## src/rtl/conv_loop_sequencer_if.sv

```systemverilog
// Handshake and result bus of the convolution loop sequencer.
//   start/abort      : layer control from the host
//   running/done     : layer status back to the host
//   con_valid/ready  : upstream word stream handshake
//   load_k_sel, load_i_sel, load_i_en, i_shift, compute_en : datapath strobes
//   out_ready/output_* : downstream result coordinate handshake
// The sequencer connects through the master modport and its environment through the slave modport.
interface conv_loop_sequencer_if #(
    parameter int unsigned KERNEL_WORDS = 12,
    parameter int unsigned INPUT_WORDS  = 4,
    parameter int unsigned CH_PER_GROUP = 6
);
    localparam int unsigned ISEL_W = (INPUT_WORDS > 1) ? $clog2(INPUT_WORDS) : 1;
    localparam int unsigned NCH_W  = $clog2(CH_PER_GROUP + 1);

    logic                    start;
    logic                    abort;
    logic                    running;
    logic                    done;
    logic                    con_valid;
    logic                    con_ready;
    logic [KERNEL_WORDS-1:0] load_k_sel;
    logic [ISEL_W-1:0]       load_i_sel;
    logic                    load_i_en;
    logic                    i_shift;
    logic                    compute_en;
    logic                    out_ready;
    logic                    output_valid;
    logic [31:0]             output_x;
    logic [31:0]             output_y;
    logic [31:0]             output_ch;
    logic [NCH_W-1:0]        output_nch;

    modport master (
        input  start, abort, con_valid, out_ready,
        output running, done, con_ready, load_k_sel, load_i_sel, load_i_en,
               i_shift, compute_en, output_valid, output_x, output_y,
               output_ch, output_nch
    );

    modport slave (
        output start, abort, con_valid, out_ready,
        input  running, done, con_ready, load_k_sel, load_i_sel, load_i_en,
               i_shift, compute_en, output_valid, output_x, output_y,
               output_ch, output_nch
    );
endinterface

```

## src/rtl/conv_loop_sequencer.sv

```systemverilog
// Convolution loop sequencer: walks output-channel groups, rows and x positions,
// steering kernel/input word loads from one upstream stream and issuing compute
// passes. Each pass at x>0 publishes the coordinate of the previous position,
// and a drain pass publishes the last column of the row.
// Ports:
//   clk, arst_n_in : clock, asynchronous active-low reset
//   bus (master)   : control, word stream, datapath strobes and result bus
// State, counters and the result register are flops; the strobes and
// con_ready are decoded from the state and the current handshake inputs.
module conv_loop_sequencer #(
    parameter int unsigned FEATURE_MAP_WIDTH  = 64,
    parameter int unsigned FEATURE_MAP_HEIGHT = 64,
    parameter int unsigned OUTPUT_NB_CHANNELS = 32,
    parameter int unsigned CH_PER_GROUP       = 6,
    parameter int unsigned KERNEL_WORDS       = 12,
    parameter int unsigned K_LOADS            = 6,
    parameter int unsigned INPUT_WORDS        = 4,
    parameter int unsigned I_LOADS            = 3,
    parameter int unsigned COMPUTE_CYCLES     = 6
) (
    input  logic clk,
    input  logic arst_n_in,
    conv_loop_sequencer_if.master bus
);
    localparam int unsigned NGRP = (OUTPUT_NB_CHANNELS + CH_PER_GROUP - 1) / CH_PER_GROUP;
    localparam int unsigned XW   = (FEATURE_MAP_WIDTH > 1)  ? $clog2(FEATURE_MAP_WIDTH)  : 1;
    localparam int unsigned YW   = (FEATURE_MAP_HEIGHT > 1) ? $clog2(FEATURE_MAP_HEIGHT) : 1;
    localparam int unsigned GW   = (NGRP > 1)               ? $clog2(NGRP)               : 1;
    localparam int unsigned KWW  = (KERNEL_WORDS > 1)       ? $clog2(KERNEL_WORDS)       : 1;
    localparam int unsigned KBW  = (K_LOADS > 1)            ? $clog2(K_LOADS)            : 1;
    localparam int unsigned IWW  = (INPUT_WORDS > 1)        ? $clog2(INPUT_WORDS)        : 1;
    localparam int unsigned IBW  = (I_LOADS > 1)            ? $clog2(I_LOADS)            : 1;
    localparam int unsigned CYW  = (COMPUTE_CYCLES > 1)     ? $clog2(COMPUTE_CYCLES)     : 1;
    localparam int unsigned NCHW = $clog2(CH_PER_GROUP + 1);

    localparam logic [2:0] S_IDLE    = 3'd0;
    localparam logic [2:0] S_LOAD_K  = 3'd1;
    localparam logic [2:0] S_LOAD_I  = 3'd2;
    localparam logic [2:0] S_SHIFT_I = 3'd3;
    localparam logic [2:0] S_COMPUTE = 3'd4;
    localparam logic [2:0] S_DRAIN   = 3'd5;
    localparam logic [2:0] S_DONE    = 3'd6;

    logic [2:0]      r_state, w_state_nxt;
    logic [XW-1:0]   r_x,     w_x_nxt;
    logic [YW-1:0]   r_y,     w_y_nxt;
    logic [GW-1:0]   r_grp,   w_grp_nxt;
    logic [KWW-1:0]  r_kw,    w_kw_nxt;
    logic [KBW-1:0]  r_kb,    w_kb_nxt;
    logic [IWW-1:0]  r_iw,    w_iw_nxt;
    logic [IBW-1:0]  r_ib,    w_ib_nxt;
    logic [CYW-1:0]  r_cyc,   w_cyc_nxt;
    logic            r_ov,    w_ov_nxt;
    logic [31:0]     r_ox,    w_ox_nxt;
    logic [31:0]     r_oy,    w_oy_nxt;
    logic [31:0]     r_och,   w_och_nxt;
    logic [NCHW-1:0] r_onch,  w_onch_nxt;
    logic            r_done,  w_done_nxt;

    logic [31:0]             w_base;
    logic [31:0]             w_rem;
    logic [NCHW-1:0]         w_nch;
    logic                    w_last;
    logic                    w_stall;
    logic                    w_word;
    logic                    w_adv;
    logic                    w_emit;
    logic [31:0]             w_emit_x;
    logic                    w_con_ready;
    logic [KERNEL_WORDS-1:0] w_load_k_sel;
    logic [IWW-1:0]          w_load_i_sel;
    logic                    w_load_i_en;
    logic                    w_i_shift;
    logic                    w_compute_en;

    // Channel window of the current group; the last group may be partial.
    assign w_base = 32'(r_grp) * 32'(CH_PER_GROUP);
    assign w_rem  = 32'(OUTPUT_NB_CHANNELS) - w_base;
    assign w_nch  = (w_rem < 32'(CH_PER_GROUP)) ? NCHW'(w_rem) : NCHW'(CH_PER_GROUP);

    // Last pass/drain cycle cannot retire while an unaccepted result is still held.
    assign w_last  = (r_cyc == CYW'(COMPUTE_CYCLES - 1));
    assign w_stall = w_last && r_ov && !bus.out_ready;
    assign w_word  = (32'(r_cyc) < INPUT_WORDS);

    // Next-state, counter and strobe decode.
    always_comb begin
        w_state_nxt  = r_state;
        w_x_nxt      = r_x;
        w_y_nxt      = r_y;
        w_grp_nxt    = r_grp;
        w_kw_nxt     = r_kw;
        w_kb_nxt     = r_kb;
        w_iw_nxt     = r_iw;
        w_ib_nxt     = r_ib;
        w_cyc_nxt    = r_cyc;
        w_done_nxt   = 1'b0;
        w_adv        = 1'b0;
        w_emit       = 1'b0;
        w_emit_x     = '0;
        w_con_ready  = 1'b0;
        w_load_k_sel = '0;
        w_load_i_sel = '0;
        w_load_i_en  = 1'b0;
        w_i_shift    = 1'b0;
        w_compute_en = 1'b0;

        case (r_state)
            S_IDLE: begin
                if (bus.start) begin
                    w_x_nxt     = '0;
                    w_y_nxt     = '0;
                    w_grp_nxt   = '0;
                    w_kw_nxt    = '0;
                    w_kb_nxt    = '0;
                    w_iw_nxt    = '0;
                    w_ib_nxt    = '0;
                    w_cyc_nxt   = '0;
                    w_state_nxt = S_LOAD_K;
                end
            end
            S_LOAD_K: begin
                w_con_ready = 1'b1;
                if (bus.con_valid) begin
                    w_load_k_sel = KERNEL_WORDS'(1) << r_kw;
                    if (r_kw == KWW'(KERNEL_WORDS - 1)) begin
                        w_kw_nxt = '0;
                        if (r_kb == KBW'(K_LOADS - 1)) begin
                            w_kb_nxt    = '0;
                            w_state_nxt = S_LOAD_I;
                        end else begin
                            w_kb_nxt = r_kb + KBW'(1);
                        end
                    end else begin
                        w_kw_nxt = r_kw + KWW'(1);
                    end
                end
            end
            S_LOAD_I: begin
                w_con_ready  = 1'b1;
                w_load_i_sel = r_iw;
                if (bus.con_valid) begin
                    w_load_i_en = 1'b1;
                    if (r_iw == IWW'(INPUT_WORDS - 1)) begin
                        w_iw_nxt    = '0;
                        w_state_nxt = S_SHIFT_I;
                    end else begin
                        w_iw_nxt = r_iw + IWW'(1);
                    end
                end
            end
            S_SHIFT_I: begin
                w_i_shift = 1'b1;
                if (r_ib == IBW'(I_LOADS - 1)) begin
                    w_ib_nxt    = '0;
                    w_cyc_nxt   = '0;
                    w_state_nxt = S_COMPUTE;
                end else begin
                    w_ib_nxt    = r_ib + IBW'(1);
                    w_state_nxt = S_LOAD_I;
                end
            end
            S_COMPUTE: begin
                // Word-consuming cycles only advance on a transfer.
                if (w_word) begin
                    w_con_ready  = !w_stall;
                    w_load_i_sel = IWW'(r_cyc);
                    w_adv        = bus.con_valid && !w_stall;
                    w_load_i_en  = w_adv;
                end else begin
                    w_adv = !w_stall;
                end
                w_compute_en = w_adv;
                w_i_shift    = w_adv && w_last;
                if (w_adv) begin
                    if (w_last) begin
                        w_cyc_nxt = '0;
                        if (r_x != '0) begin
                            w_emit   = 1'b1;
                            w_emit_x = 32'(r_x) - 32'd1;
                        end
                        if (r_x == XW'(FEATURE_MAP_WIDTH - 1)) begin
                            w_state_nxt = S_DRAIN;
                        end else begin
                            w_x_nxt = r_x + XW'(1);
                        end
                    end else begin
                        w_cyc_nxt = r_cyc + CYW'(1);
                    end
                end
            end
            S_DRAIN: begin
                w_adv        = !w_stall;
                w_compute_en = w_adv;
                if (w_adv) begin
                    if (w_last) begin
                        w_cyc_nxt = '0;
                        w_emit    = 1'b1;
                        w_emit_x  = 32'(FEATURE_MAP_WIDTH - 1);
                        w_x_nxt   = '0;
                        if (r_y != YW'(FEATURE_MAP_HEIGHT - 1)) begin
                            w_y_nxt     = r_y + YW'(1);
                            w_state_nxt = S_LOAD_I;
                        end else if (r_grp != GW'(NGRP - 1)) begin
                            w_grp_nxt   = r_grp + GW'(1);
                            w_y_nxt     = '0;
                            w_state_nxt = S_LOAD_K;
                        end else begin
                            w_state_nxt = S_DONE;
                        end
                    end else begin
                        w_cyc_nxt = r_cyc + CYW'(1);
                    end
                end
            end
            S_DONE: begin
                if (!r_ov) begin
                    w_done_nxt  = 1'b1;
                    w_state_nxt = S_IDLE;
                end
            end
            default: begin
                w_state_nxt = S_IDLE;
            end
        endcase

        // Result register: a pop clears, a load in the same cycle wins.
        w_ov_nxt   = r_ov && !bus.out_ready;
        w_ox_nxt   = r_ox;
        w_oy_nxt   = r_oy;
        w_och_nxt  = r_och;
        w_onch_nxt = r_onch;
        if (w_emit) begin
            w_ov_nxt   = 1'b1;
            w_ox_nxt   = w_emit_x;
            w_oy_nxt   = 32'(r_y);
            w_och_nxt  = w_base;
            w_onch_nxt = w_nch;
        end

        // Abort overrides every transition and suppresses the done pulse.
        if (bus.abort) begin
            w_state_nxt = S_IDLE;
            w_x_nxt     = '0;
            w_y_nxt     = '0;
            w_grp_nxt   = '0;
            w_kw_nxt    = '0;
            w_kb_nxt    = '0;
            w_iw_nxt    = '0;
            w_ib_nxt    = '0;
            w_cyc_nxt   = '0;
            w_done_nxt  = 1'b0;
            w_ov_nxt    = 1'b0;
            w_ox_nxt    = '0;
            w_oy_nxt    = '0;
            w_och_nxt   = '0;
            w_onch_nxt  = '0;
        end
    end

    // State, counters and result register.
    always_ff @(posedge clk or negedge arst_n_in) begin
        if (!arst_n_in) begin
            r_state <= S_IDLE;
            r_x     <= '0;
            r_y     <= '0;
            r_grp   <= '0;
            r_kw    <= '0;
            r_kb    <= '0;
            r_iw    <= '0;
            r_ib    <= '0;
            r_cyc   <= '0;
            r_ov    <= 1'b0;
            r_ox    <= '0;
            r_oy    <= '0;
            r_och   <= '0;
            r_onch  <= '0;
            r_done  <= 1'b0;
        end else begin
            r_state <= w_state_nxt;
            r_x     <= w_x_nxt;
            r_y     <= w_y_nxt;
            r_grp   <= w_grp_nxt;
            r_kw    <= w_kw_nxt;
            r_kb    <= w_kb_nxt;
            r_iw    <= w_iw_nxt;
            r_ib    <= w_ib_nxt;
            r_cyc   <= w_cyc_nxt;
            r_ov    <= w_ov_nxt;
            r_ox    <= w_ox_nxt;
            r_oy    <= w_oy_nxt;
            r_och   <= w_och_nxt;
            r_onch  <= w_onch_nxt;
            r_done  <= w_done_nxt;
        end
    end

    assign bus.running      = (r_state != S_IDLE);
    assign bus.done         = r_done;
    assign bus.con_ready    = w_con_ready;
    assign bus.load_k_sel   = w_load_k_sel;
    assign bus.load_i_sel   = w_load_i_sel;
    assign bus.load_i_en    = w_load_i_en;
    assign bus.i_shift      = w_i_shift;
    assign bus.compute_en   = w_compute_en;
    assign bus.output_valid = r_ov;
    assign bus.output_x     = r_ox;
    assign bus.output_y     = r_oy;
    assign bus.output_ch    = r_och;
    assign bus.output_nch   = r_onch;
endmodule

```

## src/flat_wrapper.sv

```systemverilog
// flat-port wrapper written by rule: the top's interface ports become plain ports
module conv_loop_sequencer_flat 
#(
    parameter int unsigned FEATURE_MAP_WIDTH  = 64,
    parameter int unsigned FEATURE_MAP_HEIGHT = 64,
    parameter int unsigned OUTPUT_NB_CHANNELS = 32,
    parameter int unsigned CH_PER_GROUP       = 6,
    parameter int unsigned KERNEL_WORDS       = 12,
    parameter int unsigned K_LOADS            = 6,
    parameter int unsigned INPUT_WORDS        = 4,
    parameter int unsigned I_LOADS            = 3,
    parameter int unsigned COMPUTE_CYCLES     = 6
)
  (clk, arst_n_in, bus_start, bus_abort, bus_con_valid, bus_out_ready, bus_running, bus_done, bus_con_ready, bus_load_k_sel, bus_load_i_sel, bus_load_i_en, bus_i_shift, bus_compute_en, bus_output_valid, bus_output_x, bus_output_y, bus_output_ch, bus_output_nch);
  conv_loop_sequencer_if #(.KERNEL_WORDS(KERNEL_WORDS), .INPUT_WORDS(INPUT_WORDS), .CH_PER_GROUP(CH_PER_GROUP)) bus_i ();
  input  logic clk;
  input  logic arst_n_in;
  input wire logic [$bits(bus_i.start)-1:0] bus_start;
  input wire logic [$bits(bus_i.abort)-1:0] bus_abort;
  input wire logic [$bits(bus_i.con_valid)-1:0] bus_con_valid;
  input wire logic [$bits(bus_i.out_ready)-1:0] bus_out_ready;
  output wire logic [$bits(bus_i.running)-1:0] bus_running;
  output wire logic [$bits(bus_i.done)-1:0] bus_done;
  output wire logic [$bits(bus_i.con_ready)-1:0] bus_con_ready;
  output wire logic [$bits(bus_i.load_k_sel)-1:0] bus_load_k_sel;
  output wire logic [$bits(bus_i.load_i_sel)-1:0] bus_load_i_sel;
  output wire logic [$bits(bus_i.load_i_en)-1:0] bus_load_i_en;
  output wire logic [$bits(bus_i.i_shift)-1:0] bus_i_shift;
  output wire logic [$bits(bus_i.compute_en)-1:0] bus_compute_en;
  output wire logic [$bits(bus_i.output_valid)-1:0] bus_output_valid;
  output wire logic [$bits(bus_i.output_x)-1:0] bus_output_x;
  output wire logic [$bits(bus_i.output_y)-1:0] bus_output_y;
  output wire logic [$bits(bus_i.output_ch)-1:0] bus_output_ch;
  output wire logic [$bits(bus_i.output_nch)-1:0] bus_output_nch;
  assign bus_i.start = bus_start;
  assign bus_i.abort = bus_abort;
  assign bus_i.con_valid = bus_con_valid;
  assign bus_i.out_ready = bus_out_ready;
  assign bus_running = bus_i.running;
  assign bus_done = bus_i.done;
  assign bus_con_ready = bus_i.con_ready;
  assign bus_load_k_sel = bus_i.load_k_sel;
  assign bus_load_i_sel = bus_i.load_i_sel;
  assign bus_load_i_en = bus_i.load_i_en;
  assign bus_i_shift = bus_i.i_shift;
  assign bus_compute_en = bus_i.compute_en;
  assign bus_output_valid = bus_i.output_valid;
  assign bus_output_x = bus_i.output_x;
  assign bus_output_y = bus_i.output_y;
  assign bus_output_ch = bus_i.output_ch;
  assign bus_output_nch = bus_i.output_nch;
  conv_loop_sequencer #(.FEATURE_MAP_WIDTH(FEATURE_MAP_WIDTH), .FEATURE_MAP_HEIGHT(FEATURE_MAP_HEIGHT), .OUTPUT_NB_CHANNELS(OUTPUT_NB_CHANNELS), .CH_PER_GROUP(CH_PER_GROUP), .KERNEL_WORDS(KERNEL_WORDS), .K_LOADS(K_LOADS), .INPUT_WORDS(INPUT_WORDS), .I_LOADS(I_LOADS), .COMPUTE_CYCLES(COMPUTE_CYCLES)) u_core (.clk(clk), .arst_n_in(arst_n_in), .bus(bus_i));
endmodule
```

## config.mk

```make
export PLATFORM = sky130hd
export DESIGN_NAME = conv_loop_sequencer_flat
export DESIGN_NICKNAME = d
export VERILOG_FILES = /design/src/rtl/conv_loop_sequencer_if.sv /design/src/rtl/conv_loop_sequencer.sv /design/src/flat_wrapper.sv
export SDC_FILE = /design/constraint.sdc
export NUM_CORES = 1
export LEC_CHECK = 0
export ABC_AREA = 1
export CAP_MARGIN = 10
export CORE_AREA = 2 2 113 82
export CTS_CLUSTER_SIZE = 12
export DETAILED_ROUTE_END_ITERATION = 6
export DIE_AREA = 0 0 115 84
export PLACE_DENSITY = 0.83
export SYNTH_ARGS = -nofsm -noshare
export SYNTH_HDL_FRONTEND = slang
export SYNTH_SLANG_ARGS = --single-unit
```

## constraint.sdc

```tcl
create_clock -name clk -period 5.4 [get_ports clk]
set_input_delay 1.62 -clock clk [delete_from_list [all_inputs] [get_ports clk]]
set_output_delay 1.62 -clock clk [all_outputs]
set_load 0.005 [all_outputs]
```

==> results of run 1 <==
placed cells by master (no fill, tap or decap), drive strengths merged:
cell	Yosys	layout
a21o	1	1
nand4	4	4
clkinvlp	0	2
nor4	4	4
nand3	64	64
xor2	9	9
nor3b	2	2
nand3b	1	1
clkdlybuf4s50	0	70
o21ai	20	20
o31ai	1	1
bufinv	0	1
clkinv	2	2
nand2	165	165
nor2	47	47
dfrtp	54	54
o41ai	1	1
xnor2	5	5
conb	1	54
fa	1	1
a21boi	1	1
o21bai	1	1
or2	2	2
buf	88	3
o22ai	3	3
nor3	10	10
clkbuf	2	5
inv	44	44
ha	15	15
a31oi	1	1
a21oi	12	12
and3	1	1
a211oi	1	1
per-stage QoR:
| step | cell area [um2] | hold WS, ns |
|---|---|---|
| after floorplan | 4380 | 0.4548 |
| after global placement | 4559 | 0.4634 |
| after detailed placement | 4559 | 0.4649 |
| after CTS | 4730 | 0.4840 |
| after global routing | 4730 | 0.5122 |
| final | 4730 | 0.4803 |
area by class of cell:
type,instances,area [um2]
fill,805,3979
multi-input combinational,426,2178
sequential,54,1351
timing repair buffer,73,720.7
inverter,46,173.9
tap,108,135.1
clock buffer,5,125.1
clock inverter,3,45.04
state kept, by name, indices dropped and copies added (netlist names), 3 cells and up:
| register | count |
|---|---|
| u_core.bus.output_ch | 5 |
| u_core.r_grp | 3 |
| u_core.r_cyc | 3 |
| u_core.r_x | 6 |
| u_core.r_kb | 3 |
| u_core.bus.output_x | 7 |
| u_core.r_y | 6 |
| u_core.r_state | 3 |
| u_core.bus.output_y | 6 |
| u_core.r_kw | 4 |
worst max-delay path, delay by kind of cell:
family | cells | cell delay (ns)
buffers and inverters | 3 | 1.01
AND/OR/NAND/NOR | 5 | 0.58
metal layers:
layer | vias up | routed length, um | track usage
li1 | 1756 | - | -
met1 | 1700 | 4181 | 0.2664
met2 | 158 | 4284 | 0.3262
met3 | 14 | 634 | 0.04793
met4 | 0 | 144 | 0.05696
met5 | - | 0 | 0
how the worst max path moves through the flow:
| stage | start | endpoint | slack [ns] | cells past startpoint |
|---|---|---|---|---|
| 2_1_floorplan | bus_out_ready | bus_i_shift | 1.65 | 6 |
| 3_3_place_gp | bus_out_ready | bus_i_shift | 0.58 | 8 |
| 3_5_place_dp | bus_out_ready | bus_i_shift | 0.56 | 8 |
| 4_1_cts | bus_out_ready | bus_i_shift | 0.55 | 8 |
| 5_1_grt | bus_out_ready | bus_i_shift | 0.43 | 8 |
| 6_report | bus_out_ready | bus_i_shift | 0.56 | 8 |
kinds of logic after synthesis:
logic type / after synthesis / share of synthesized area
simple gates: 300 / 0.3345
buf+inv: 136 / 0.2035
flops: 54 / 0.3232
compound gates: 42 / 0.05895
fa+ha+maj: 16 / 0.04967
xor+xnor: 14 / 0.02932
other cells: 1 / 0.0008968
power breakdown:
part | total (uW) | leakage [uW] | internal (uW) | switching [uW]
logic | 327 | 0.00148 | 104 | 222
registers | 456 | 0.000749 | 424 | 31.4
clock network | 373 | 0.0000760 | 219 | 154
==> metrics.md, run 1 <==
| Metric | Value |
|---|---|
| Pwr dens | 244.2 nW/um2 |
| Finished Layout Cells | 715 |
| Placer Congestion | 0.9361 |
| Routed via count | 3628 |
| Max-slew violation count | 0 |
| Status | complete, no violations |
| Critical path cell sequence | clkdlybuf4s50_1 > inv_1 > nand2_1 > nor2_4 > nor2_4 > nand2_1 > nand2_1 > clkdlybuf4s50_1 |
| Hold_buf cts | 0 |
| All-layer global routing usage | 0.2007 |
| Post-CTS Resized | 0 |
| WS Path Type | input pin to output port |
| Primary FF master, synth | dfrtp_1 |
| H-Tree Depth | 2 |
| Hold Crit Class | flip-flop to flip-flop |
| FMAX | 206.8 MHz |
| Initial antenna violation count | 0 |
| Number of buffers created by CTS | 5 |
| Async set-reset flop share out of synthesis | 1.000 |
| R2R Path End | u_core.r_kb[0] |
| Final Skew | 0.003484 ns |
| 1st-pass router iterations | 5 |
| Die extent in x | 115 um |
| Distinct cells, synth | 44 |
| DR vias/cell | 5.074 |
| R2R depth | 7 |
| Worst slack, placed | 0.5578 ns |
| Worst EP arrival | 3.22 ns |
| Worst R2R Setup Slack | 3.30 ns |
| Largest area contributor in the netlist | dfrtp_1 |
| First-pass GRT wire length | 15710 um |
| Number of port buffers | 71 |
| Relative slew margins | 0.5640 |
| Starting utilization of the core area | 0.4802 |
| Most common cell on crit path | nand2_1 |
| Post-CTS Setup Inserts | 0 |
| Largest net degree at the start of global routing | 38 |
| Flop and latch count out of synthesis | 54 |
| Sequential area share after synthesis | 0.3232 |
| Synth Instances | 563 |
| Slowest CP cell | clkdlybuf4s50_1 |
| Fraction of layout cells with a size suffix above 1 | 0.07908 |
| Cells after DPL | 707 |
| Yosys top cell area share | 0.3232 |
| Root Buffer | clkbuf_16 |
| Hold path cells | 2 |
| Final Critical Period | 4.837 ns |
| Drt drc | 0 |
| Final hold vios | 0 |
| Core box area | 8708 um2 |
| Clk_lat worst skew | 0.30 ns |
| Final period util | 0.8957 |
| CP peak stage delay | 0.51 ns |
| Leakage | 0.002306 uW |
| Critical Path Fanout Max | 4 |
| Yosys warns | 0 |
| Layout Utilization | 0.5431 |
| CTS Sinks | 54 |
| Critical path capture point type | output port |
| # diodes | 0 |
| Hold wc startpoint | u_core.bus.output_nch[1] |
| Critical path startpoint category | input pin |
| Final Total Pwr | 1155 uW |
| # nets final | 628 |
| Post-DP HPWL | 6886 um |
| CTS Buffer Depth | 2 |
| Area growth, synth to finish | 13.11% |
| Setup Viol. Count Final | 0 |
| Final global-route overflow total | 0 |
| EDFF count, synth | 0 |
| Routed wire length | 9245 um |
| Max IR drop VDD | 0.1334 mV |
| WL/cell | 12.93 um |
| Final TNS setup | 0 ns |
| Ranking of synthesized cells by area | dfrtp_1, buf_4, nand2_1, nand3_1, ha_1 |
| Worst R2R Start | u_core.r_state[0] |
| Row count | 29 |
| Reg clk slew, reported paths | 0.07 ns |
| Most common cell in the synthesized netlist | nand2_1 |
| Die H | 84 um |
| I/O pin count | 126 |
| Least-Margin Pin Slew | 0.6540 ns |
| Final setup margin | 0.5633 ns |
| Total die area | 9660 um2 |
| Post-Syn Area | 4182 um2 |
| Post-route ant nets | 0 |
| Synthesized area per cell | 7.427 um2 |
| CTS tree | done |
| Commonest cells post-synth | nand2_1, buf_4, nand3_1, dfrtp_1, nor2_1 |
| MaxCap Viol Count | 0 |
| Initial DRC Count | 290 |
| Number of global-route vias before repair | 3391 |
| Hold Crit Endpoint | u_core.bus.output_nch[1] |
| WP data required | 3.78 ns |
| RSZ-0062 raised after global routing | false |
Power figures use the tool's default switching activity.
==> inputs of run 2 (changes only) <==
--- a/config.mk
+++ b/config.mk
@@ -12,6 +12,7 @@
 export DETAILED_ROUTE_END_ITERATION = 6
 export DIE_AREA = 0 0 115 84
 export PLACE_DENSITY = 0.83
+export SLEW_MARGIN = 20
 export SYNTH_ARGS = -nofsm -noshare
 export SYNTH_HDL_FRONTEND = slang
 export SYNTH_SLANG_ARGS = --single-unit
==> results of run 2 <==
The final DEF is identical to that of run 1; final timing and power are the same.
